[config.mk]
export PLATFORM = sky130hd
export DESIGN_NAME = image_ram_arbiter_flat
export DESIGN_NICKNAME = d
export VERILOG_FILES = /design/src/rtl/image_ram_arbiter_if.sv /design/src/rtl/image_ram_arbiter.sv /design/src/flat_wrapper.sv
export SDC_FILE = /design/constraint.sdc
export NUM_CORES = 1
export LEC_CHECK = 0
export CORE_MARGIN = 2
export CORE_UTILIZATION = 35
export CTS_BUF_LIST = sky130_fd_sc_hd__clkbuf_4 sky130_fd_sc_hd__clkbuf_8
export DETAILED_ROUTE_END_ITERATION = 10
export PLACE_DENSITY = 0.82
export SLEW_MARGIN = 20
export SYNTH_ARGS = -nofsm -noshare
export SYNTH_HDL_FRONTEND = slang
export SYNTH_SLANG_ARGS = --single-unit
[constraint.sdc]
create_clock -name clk -period 2.2 [get_ports clk]
set_clock_uncertainty 0.1 [all_clocks]
set_input_delay 0.66 -clock clk [delete_from_list [all_inputs] [get_ports clk]]
set_output_delay 0.66 -clock clk [all_outputs]
set_load 0.03 [all_outputs]
[src/rtl/image_ram_arbiter_if.sv]
// -----------------------------------------------------------------------------
// image_ram_arbiter_if
// Bundles the requester handshakes and the single-port RAM command/return bus
// of the image RAM arbiter.
//   slave  modport : arbiter side (consumes requests and RAM read data, drives
//                    grants, read returns and the registered RAM command)
//   master modport : requester / RAM side (drives requests and RAM read data)
// Signals:
//   vga_req/vga_addr                       VGA fetch request and read address
//   vga_gnt/vga_rvalid/vga_rdata           VGA grant pulse and read return
//   cpu_req/cpu_we/cpu_addr/cpu_wdata      CPU access request
//   cpu_gnt/cpu_rvalid/cpu_rdata           CPU grant pulse and read return
//   ram_addr/ram_we/ram_wd                 registered RAM command
//   ram_rd                                 synchronous RAM read data
// -----------------------------------------------------------------------------
interface image_ram_arbiter_if #(
   parameter int ADDR_W = 16,
   parameter int DATA_W = 32
);
   logic              vga_req;
   logic [ADDR_W-1:0] vga_addr;
   logic              vga_gnt;
   logic              vga_rvalid;
   logic [DATA_W-1:0] vga_rdata;
   logic              cpu_req;
   logic              cpu_we;
   logic [ADDR_W-1:0] cpu_addr;
   logic [DATA_W-1:0] cpu_wdata;
   logic              cpu_gnt;
   logic              cpu_rvalid;
   logic [DATA_W-1:0] cpu_rdata;
   logic [ADDR_W-1:0] ram_addr;
   logic              ram_we;
   logic [DATA_W-1:0] ram_wd;
   logic [DATA_W-1:0] ram_rd;

   modport slave (
      input  vga_req, vga_addr, cpu_req, cpu_we, cpu_addr, cpu_wdata, ram_rd,
      output vga_gnt, vga_rvalid, vga_rdata, cpu_gnt, cpu_rvalid, cpu_rdata,
             ram_addr, ram_we, ram_wd
   );

   modport master (
      output vga_req, vga_addr, cpu_req, cpu_we, cpu_addr, cpu_wdata, ram_rd,
      input  vga_gnt, vga_rvalid, vga_rdata, cpu_gnt, cpu_rvalid, cpu_rdata,
             ram_addr, ram_we, ram_wd
   );
endinterface

[src/rtl/image_ram_arbiter.sv]
// -----------------------------------------------------------------------------
// image_ram_arbiter
// Shares the single-port image RAM between the VGA pixel fetcher (priority)
// and the CPU load/store path. A run counter forces one CPU slot after
// MAX_VGA_RUN consecutive VGA grants while the CPU waits. The winning command
// is registered onto the RAM bus and a one-bit owner tag follows each read
// through the RAM latency so only the owner sees rvalid.
// Ports:
//   clk  system clock
//   rst  synchronous active-high reset
//   bus  image_ram_arbiter_if.slave (requests, grants, returns, RAM bus)
// -----------------------------------------------------------------------------
module image_ram_arbiter #(
   parameter int ADDR_W      = 16,
   parameter int DATA_W      = 32,
   parameter int MAX_VGA_RUN = 4
) (
   input  logic                  clk,
   input  logic                  rst,
   image_ram_arbiter_if.slave    bus
);

   typedef enum logic {
      VGA_PRI  = 1'b0,
      CPU_SLOT = 1'b1
   } state_t;

   localparam logic [3:0] RUN_MAX = 4'(MAX_VGA_RUN);

   state_t            state_q;
   logic [3:0]        run_q;
   logic [3:0]        run_d;
   logic              vga_win;
   logic              cpu_win;

   logic [ADDR_W-1:0] ram_addr_q;
   logic              ram_we_q;
   logic [DATA_W-1:0] ram_wd_q;

   // owner tag: 1 = CPU, 0 = VGA
   logic              tag_vld_p0;
   logic              tag_cpu_p0;
   logic              tag_vld_p1;
   logic              tag_cpu_p1;

   // Grant decision; nothing is granted while reset is held.
   always_comb begin
      vga_win = 1'b0;
      cpu_win = 1'b0;
      if (!rst) begin
         if (state_q == VGA_PRI) begin
            if (bus.vga_req)      vga_win = 1'b1;
            else if (bus.cpu_req) cpu_win = 1'b1;
         end else begin
            if (bus.cpu_req)      cpu_win = 1'b1;
            else if (bus.vga_req) vga_win = 1'b1;
         end
      end
   end

   // Run length only counts VGA grants that actually made the CPU wait.
   always_comb begin
      run_d = run_q;
      if (!bus.cpu_req || cpu_win) run_d = 4'd0;
      else if (vga_win)            run_d = run_q + 4'd1;
   end

   // Stage p0: registered RAM command and owner tag of the issued read
   // Stage p1: tag aligned with ram_rd
   always_ff @(posedge clk) begin
      if (rst) begin
         state_q    <= VGA_PRI;
         run_q      <= 4'd0;
         ram_addr_q <= '0;
         ram_we_q   <= 1'b0;
         ram_wd_q   <= '0;
         tag_vld_p0 <= 1'b0;
         tag_cpu_p0 <= 1'b0;
         tag_vld_p1 <= 1'b0;
         tag_cpu_p1 <= 1'b0;
      end else begin
         run_q <= run_d;
         case (state_q)
            VGA_PRI:  if (run_d == RUN_MAX) state_q <= CPU_SLOT;
            CPU_SLOT: state_q <= VGA_PRI;
            default:  state_q <= VGA_PRI;
         endcase

         ram_we_q <= cpu_win & bus.cpu_we;
         if (vga_win) begin
            ram_addr_q <= bus.vga_addr;
         end else if (cpu_win) begin
            ram_addr_q <= bus.cpu_addr;
            ram_wd_q   <= bus.cpu_wdata;
         end

         tag_vld_p0 <= vga_win | (cpu_win & ~bus.cpu_we);
         tag_cpu_p0 <= cpu_win;
         tag_vld_p1 <= tag_vld_p0;
         tag_cpu_p1 <= tag_cpu_p0;
      end
   end

   assign bus.vga_gnt    = vga_win;
   assign bus.cpu_gnt    = cpu_win;
   assign bus.ram_addr   = ram_addr_q;
   assign bus.ram_we     = ram_we_q;
   assign bus.ram_wd     = ram_wd_q;
   assign bus.vga_rvalid = tag_vld_p1 & ~tag_cpu_p1;
   assign bus.cpu_rvalid = tag_vld_p1 &  tag_cpu_p1;
   assign bus.vga_rdata  = bus.ram_rd;
   assign bus.cpu_rdata  = bus.ram_rd;

endmodule

[src/flat_wrapper.sv]
// flat-port wrapper written by rule: the top's interface ports become plain ports
module image_ram_arbiter_flat 
#(
   parameter int ADDR_W      = 16,
   parameter int DATA_W      = 32,
   parameter int MAX_VGA_RUN = 4
)
  (clk, rst, bus_vga_req, bus_vga_addr, bus_cpu_req, bus_cpu_we, bus_cpu_addr, bus_cpu_wdata, bus_ram_rd, bus_vga_gnt, bus_vga_rvalid, bus_vga_rdata, bus_cpu_gnt, bus_cpu_rvalid, bus_cpu_rdata, bus_ram_addr, bus_ram_we, bus_ram_wd);
  image_ram_arbiter_if #(.ADDR_W(ADDR_W), .DATA_W(DATA_W)) bus_i ();
  input  logic clk;
  input  logic rst;
  input wire logic [$bits(bus_i.vga_req)-1:0] bus_vga_req;
  input wire logic [$bits(bus_i.vga_addr)-1:0] bus_vga_addr;
  input wire logic [$bits(bus_i.cpu_req)-1:0] bus_cpu_req;
  input wire logic [$bits(bus_i.cpu_we)-1:0] bus_cpu_we;
  input wire logic [$bits(bus_i.cpu_addr)-1:0] bus_cpu_addr;
  input wire logic [$bits(bus_i.cpu_wdata)-1:0] bus_cpu_wdata;
  input wire logic [$bits(bus_i.ram_rd)-1:0] bus_ram_rd;
  output wire logic [$bits(bus_i.vga_gnt)-1:0] bus_vga_gnt;
  output wire logic [$bits(bus_i.vga_rvalid)-1:0] bus_vga_rvalid;
  output wire logic [$bits(bus_i.vga_rdata)-1:0] bus_vga_rdata;
  output wire logic [$bits(bus_i.cpu_gnt)-1:0] bus_cpu_gnt;
  output wire logic [$bits(bus_i.cpu_rvalid)-1:0] bus_cpu_rvalid;
  output wire logic [$bits(bus_i.cpu_rdata)-1:0] bus_cpu_rdata;
  output wire logic [$bits(bus_i.ram_addr)-1:0] bus_ram_addr;
  output wire logic [$bits(bus_i.ram_we)-1:0] bus_ram_we;
  output wire logic [$bits(bus_i.ram_wd)-1:0] bus_ram_wd;
  assign bus_i.vga_req = bus_vga_req;
  assign bus_i.vga_addr = bus_vga_addr;
  assign bus_i.cpu_req = bus_cpu_req;
  assign bus_i.cpu_we = bus_cpu_we;
  assign bus_i.cpu_addr = bus_cpu_addr;
  assign bus_i.cpu_wdata = bus_cpu_wdata;
  assign bus_i.ram_rd = bus_ram_rd;
  assign bus_vga_gnt = bus_i.vga_gnt;
  assign bus_vga_rvalid = bus_i.vga_rvalid;
  assign bus_vga_rdata = bus_i.vga_rdata;
  assign bus_cpu_gnt = bus_i.cpu_gnt;
  assign bus_cpu_rvalid = bus_i.cpu_rvalid;
  assign bus_cpu_rdata = bus_i.cpu_rdata;
  assign bus_ram_addr = bus_i.ram_addr;
  assign bus_ram_we = bus_i.ram_we;
  assign bus_ram_wd = bus_i.ram_wd;
  image_ram_arbiter #(.ADDR_W(ADDR_W), .DATA_W(DATA_W), .MAX_VGA_RUN(MAX_VGA_RUN)) u_core (.clk(clk), .rst(rst), .bus(bus_i));
endmodule
Yosys cells after proc, flatten, opt, wreduce, memory -nomap -nowiden --
Index checks and enable logic that the tools add are counted.
Operators by class: divide/modulo/power cells 0, bitwise gates (word level) 9, reductions and logical operators 4, multiply operators 0, equal/unequal tests 1, $add $sub $neg 1, magnitude comparators 0, shift operators 0, muxes and demuxes 14
Operators by type and width (count):
- $mux 16 | 2
- $mux 1 | 9
- $mux 4 | 2
- $add 4x1->4 const B | 1
- $and 1x1->1 | 4
- $eq 4x3->1 const B | 1
- $not 1->1 | 4
- $pmux 1 s2 | 1
- $reduce_and 2->1 | 1
- $reduce_bool 2->1 | 1
- $logic_not 1->1 | 1
- $logic_or 1x1->1 | 1
- $or 1x1->1 | 1
Word-level totals: memories kept 0, RAM bits 0, register bits after elaboration 58, memory bits (read-only) 0, word-level logic and storage cells 38, input bits 101, latch bits 0

Logic depth before layout (Yosys ltp) --
depth after elaboration 9, mapped depth 6, depth with buffers taken out 4

Worst setup path after synthesis --
No wires, ideal clock.
path kind input to output, start input port bus_vga_req, end output port bus_cpu_gnt, setup slack -166 ps, required time 1440 ps, buffers on the path 2, cell stages on the path 5, data arrival time 1606 ps, path through buf_4 nand2b_1 buf_2 nand2_1 nor2_1
On the way: word-level cells in the longest chain between the ends 3
RTL lines:
- from (decl) | RTL line flat_wrapper.sv:12 | input wire logic [$bits(bus_i.vga_req)-1:0] bus_vga_req;
- $mux 1 | RTL line image_ram_arbiter.sv:52 | if (bus.vga_req) vga_win = 1'b1;
- $mux 1 | RTL line image_ram_arbiter.sv:51 | if (state_q == VGA_PRI) begin
- $mux 1 | RTL line image_ram_arbiter.sv:50 | if (!rst) begin
- to (decl) | RTL line flat_wrapper.sv:22 | output wire logic [$bits(bus_i.cpu_gnt)-1:0] bus_cpu_gnt;
No other way between the ends.

Worst setup path after layout --
start input port bus_vga_req, end output port bus_vga_gnt
On the way: word-level cells in the longest chain between the ends 4
RTL lines:
- $mux 1 (*) | RTL line image_ram_arbiter.sv:52, image_ram_arbiter.sv:56
- $mux 1 | RTL line image_ram_arbiter.sv:55 | if (bus.cpu_req) cpu_win = 1'b1;
- $mux 1 (*) | RTL line image_ram_arbiter.sv:51
- $mux 1 (*) | RTL line image_ram_arbiter.sv:50
- to (decl) | RTL line flat_wrapper.sv:19 | output wire logic [$bits(bus_i.vga_gnt)-1:0] bus_vga_gnt;
Every way passes the cells marked *; elsewhere a longest branch is shown, timed or not.

==> metrics.md <==
| Metric | Value |
|---|---|
| Status | complete, no violations |
| Fillers | 753 |
| R2R depth | 4 |
| Setup bufs post-CTS | 0 |
| Placed Area | 3700 sq um |
| GPL Wtd Cong | 0.797 |
| Syn Area/Cell | 8.39 sq um |
| DR iter-0 viols | 92 |
| Synth Area in Compound Gates | 21.0% |
| Final Power | 2.60 mW |
| Min-Delay Path Class | reg -> reg |
| DR vias/cell | 5.21 |
| Port Buf Inserts | 121 |
| Combinational cell fraction of total power | 19.8% |
| Net Switching | 0.673 mW |
| Final min period | 2.14 ns |
| RSZ-0062 raised after global routing | false |
| Reg area | 1160 sq um |
| Post-Synth Adder-Cell Area | 0.443% |
| Final WL | 7960 um |
| Critical path type | in -> out |
| Antenna violations before repair | 0 |
| Worst reg2reg setup slack | 0.64 ns |
| Period utilization | 97.3% |
| H-tree depth | 3 |
| Overflow after GRT | 0 |
| RR Startpoint | u_core.state_q |
| Post-Syn Area | 2830 sq um |
| DRC | 0 |
| CP startpoint kind | input port |
| VDD IR max | 0.339 mV |
| Endpoints failing setup | 0 |
| Area of the multi-input gates | 1050 sq um |
| Yosys reg bits | 58 |
| Vias in the first global route | 2,590 |
| Leakage | 1.43 nW |
| Sink Count | 58 |
| Final worst slack | 0.0584 ns |
| Largest family of logic cells by synthesized area | buffers and inverters |
| Simple-gate share of the synthesized area | 14.4% |
| CTS Buffer Depth | 2 |
| Rel. slew slack | 66.3% |
| Die H | 93.9 um |
| Cell Rows | 32 |
| Peak Freq | 467 MHz |
| Worst skew pair latency | 0.32 ns |
| Worst Setup End Kind | primary output |
| Die X-Extent | 93.9 um |
| Initial core utilization | 36.4% |
| Final hold slack | 0.343 ns |
| Clock Tree Root | clkbuf_8 |
| YS warnings | 0 |
| Via count | 2,603 |
| Power Internal | 1.93 mW |
| Slowest stage cell on the critical path | dlygate4sd2_1 |
| Synth cell types | 32 |
| Mapped Cells | 337 |
| CTS tree | built |
| Final Hold Vio Count | 0 |
| Critical path fanouts, max | 3 |
| Largest net degree at the start of global routing | 49 |
| Antenna Nets Post-Route | 0 |
| Seq/Total Area, Yosys | 41.1% |
| Top-area cell type share of the netlist area | 41.1% |
| Critical Path Max Stage Delay | 0.27 ns |
| Worst-path cell chain | dlygate4sd2_1 -> and2b_1 -> nand2_2 -> inv_2 -> buf_4 |
| Sequential share of power | 43.3% |
| Dominant cells by area after synthesis | dfxtp_1, buf_4, nand3_1 |
| XOR/XNOR share of the synthesized area | 0.620% |
| Worst-margin pin slew | 0.506 ns |
| CP Capture Point | bus_vga_gnt |
| Share of layout cells above drive strength 1 | 12.3% |
| Fin. max-slew vios | 0 |
| Pwr dens | 667 nW/um^2 |
| Net switching fraction of the power | 25.9% |
| CTS Hold Bufs | 0 |
| Synth area leader | dfxtp_1 |
| Die footprint | 8810 sq um |
| Max Cap Violations | 0 |
| Worst EP required | 1.44 ns |
| DP Worst Slack | -0.191 ns |
| First-pass GRT wire length | 12,400 um |
| Worst setup path startpoint | bus_vga_req |
| Num ports | 218 |
| Core Region | 7770 sq um |
| Area growth syn-to-layout | 37.8% |
| GRT Resource Usage Total | 17.8% |
| Pre-antenna DRT Iters | 5 |
| WP data arrival | 1.38 ns |
| Syn Nets | 439 |
| Clk slew on worst S/H paths | 0.06 ns |
| Wire per inst | 15.9 um |
| Diode count | 0 |
| RR Endpoint | u_core.bus.ram_addr[2] |
| HPWL Detailed | 5640 um |
| CTS buffer count | 9 |
| Clock Power Share | 36.9% |
| Design area | 3890 sq um |
| Mux contribution to synthesized area | 0% |
| Layout Nets | 496 |
kinds of logic (layout without fill, tap and decap cells):
| kind of cell | count (synthesis) | after routing |
|---|---|---|
| flops | 58 | 58 |
| fa+ha+maj | 1 | 1 |
| xor+xnor | 2 | 2 |
| buf+inv | 99 | 160 |
| simple gates | 73 | 73 |
| compound gates | 104 | 104 |
critical path, delay by kind of cell:
kind	cells	cell delay, ns
and+or+nand+nor	2	0.27
buffers and inverters	3	0.45
power by group through the flow:
| stage | clock (mW) | combinational, mW | sequential (mW) |
|---|---|---|---|
| final | 0.958 | 0.514 | 1.13 |
| after global routing | 1.05 | 0.548 | 1.13 |
| after CTS | 0.987 | 0.517 | 1.13 |
| after detailed placement | 0 | 0.516 | 1.15 |
| after global placement | 0 | 0.509 | 1.15 |
| after floorplan | 0 | 0.368 | 1.24 |
synth_stat cells:
cell	count
a31oi_1	4
a41o_1	1
and3_1	1
nand4bb_4	1
dfxtp_1	58
nand2b_1	1
o21bai_1	1
inv_1	5
and2b_1	1
nand3_1	49
a21oi_1	46
o21ai_1	3
and2_1	1
nor3_1	2
buf_2	12
buf_1	2
xor2_1	1
nor3b_1	1
nor2_1	5
nand2_1	4
or3b_1	1
clkbuf_1	13
buf_4	66
nor2b_1	4
a32oi_1	12
xnor2_1	1
a31o_2	4
inv_2	1
nor4_2	1
o21ai_0	33
nand4bb_1	1
ha_1	1
what timing repair did:
item | 4_1_cts | 5_1_grt
gates cloned | 0 | 0
pin swaps | 0 | 0
endpoints found under the hold margin | 0 | 0
endpoints found under the setup margin | 3 | 2
gates resized for setup | 2 | 2
layout make-up:
| class | instances | share of cell area [%] |
|---|---|---|
| clock buffers | 12 | 3.92 |
| clock inverters | 3 | 1.03 |
| inverters | 6 | 0.578 |
| multi-input cells | 180 | 26.9 |
| flip-flops and latches | 58 | 29.8 |
| well taps | 102 | 3.28 |
| repair buffers | 139 | 34.5 |
placed cells by master (no fill, tap or decap), drive strengths merged:
cell / instances
and2: 1
xnor2: 1
dfxtp: 58
bufinv: 1
nor2: 5
a31oi: 4
a31o: 4
nor3: 2
dlymetal6s2s: 1
buf: 22
nand2b: 1
dlygate4sd2: 2
inv: 6
ha: 1
clkbuf: 12
and3: 1
a41o: 1
nor4: 1
xor2: 1
o21ai: 36
nand3: 49
and2b: 1
nor3b: 1
clkdlybuf4s50: 114
o21bai: 1
a32oi: 12
nand4bb: 2
a21oi: 46
nor2b: 4
or3b: 1
nand2: 4
clkinv: 2
stage by stage:
step           std cells  utilization [%]  TNS [ns]
2_1_floorplan        337                -         0
3_3_place_gp         485             47.6    -0.577
3_5_place_dp         485             47.6     -2.19
4_1_cts              500             50.1         0
5_1_grt              500             50.1         0
6_report             500             50.1         0
state kept, by name, summed over array words and instances, names as in the netlist:
register,flops
u_core.tag_cpu_p0,1
u_core.state_q,1
u_core.bus.ram_addr,16
u_core.run_q,4
u_core.tag_vld_p1,1
u_core.bus.ram_wd,32
u_core.bus.ram_we,1
u_core.tag_cpu_p1,1
u_core.tag_vld_p0,1
metal layers:
layer / GRT usage [%] / vias to the layer above / wire [um]
met2: 28.9 / 119 / 3960
li1: - / 1235 / -
met4: 11.0 / 0 / 287
met5: 0 / - / 0
met3: 4.90 / 33 / 622
met1: 20.8 / 1216 / 3080
how the worst min path moves through the flow:
stage                            startpoint                 to  cells after the start  slack (ns)
after floorplan           u_core.tag_cpu_p0  u_core.tag_cpu_p1                      1        0.31
after global placement    u_core.tag_vld_p0  u_core.tag_vld_p1                      1        0.32
after detailed placement  u_core.tag_cpu_p0  u_core.tag_cpu_p1                      1        0.33
after CTS                 u_core.tag_cpu_p0  u_core.tag_cpu_p1                      1        0.35
after global routing      u_core.tag_cpu_p0  u_core.tag_cpu_p1                      1        0.37
final                     u_core.tag_cpu_p0  u_core.tag_cpu_p1                      1        0.34
Power figures use the tool's default switching activity.
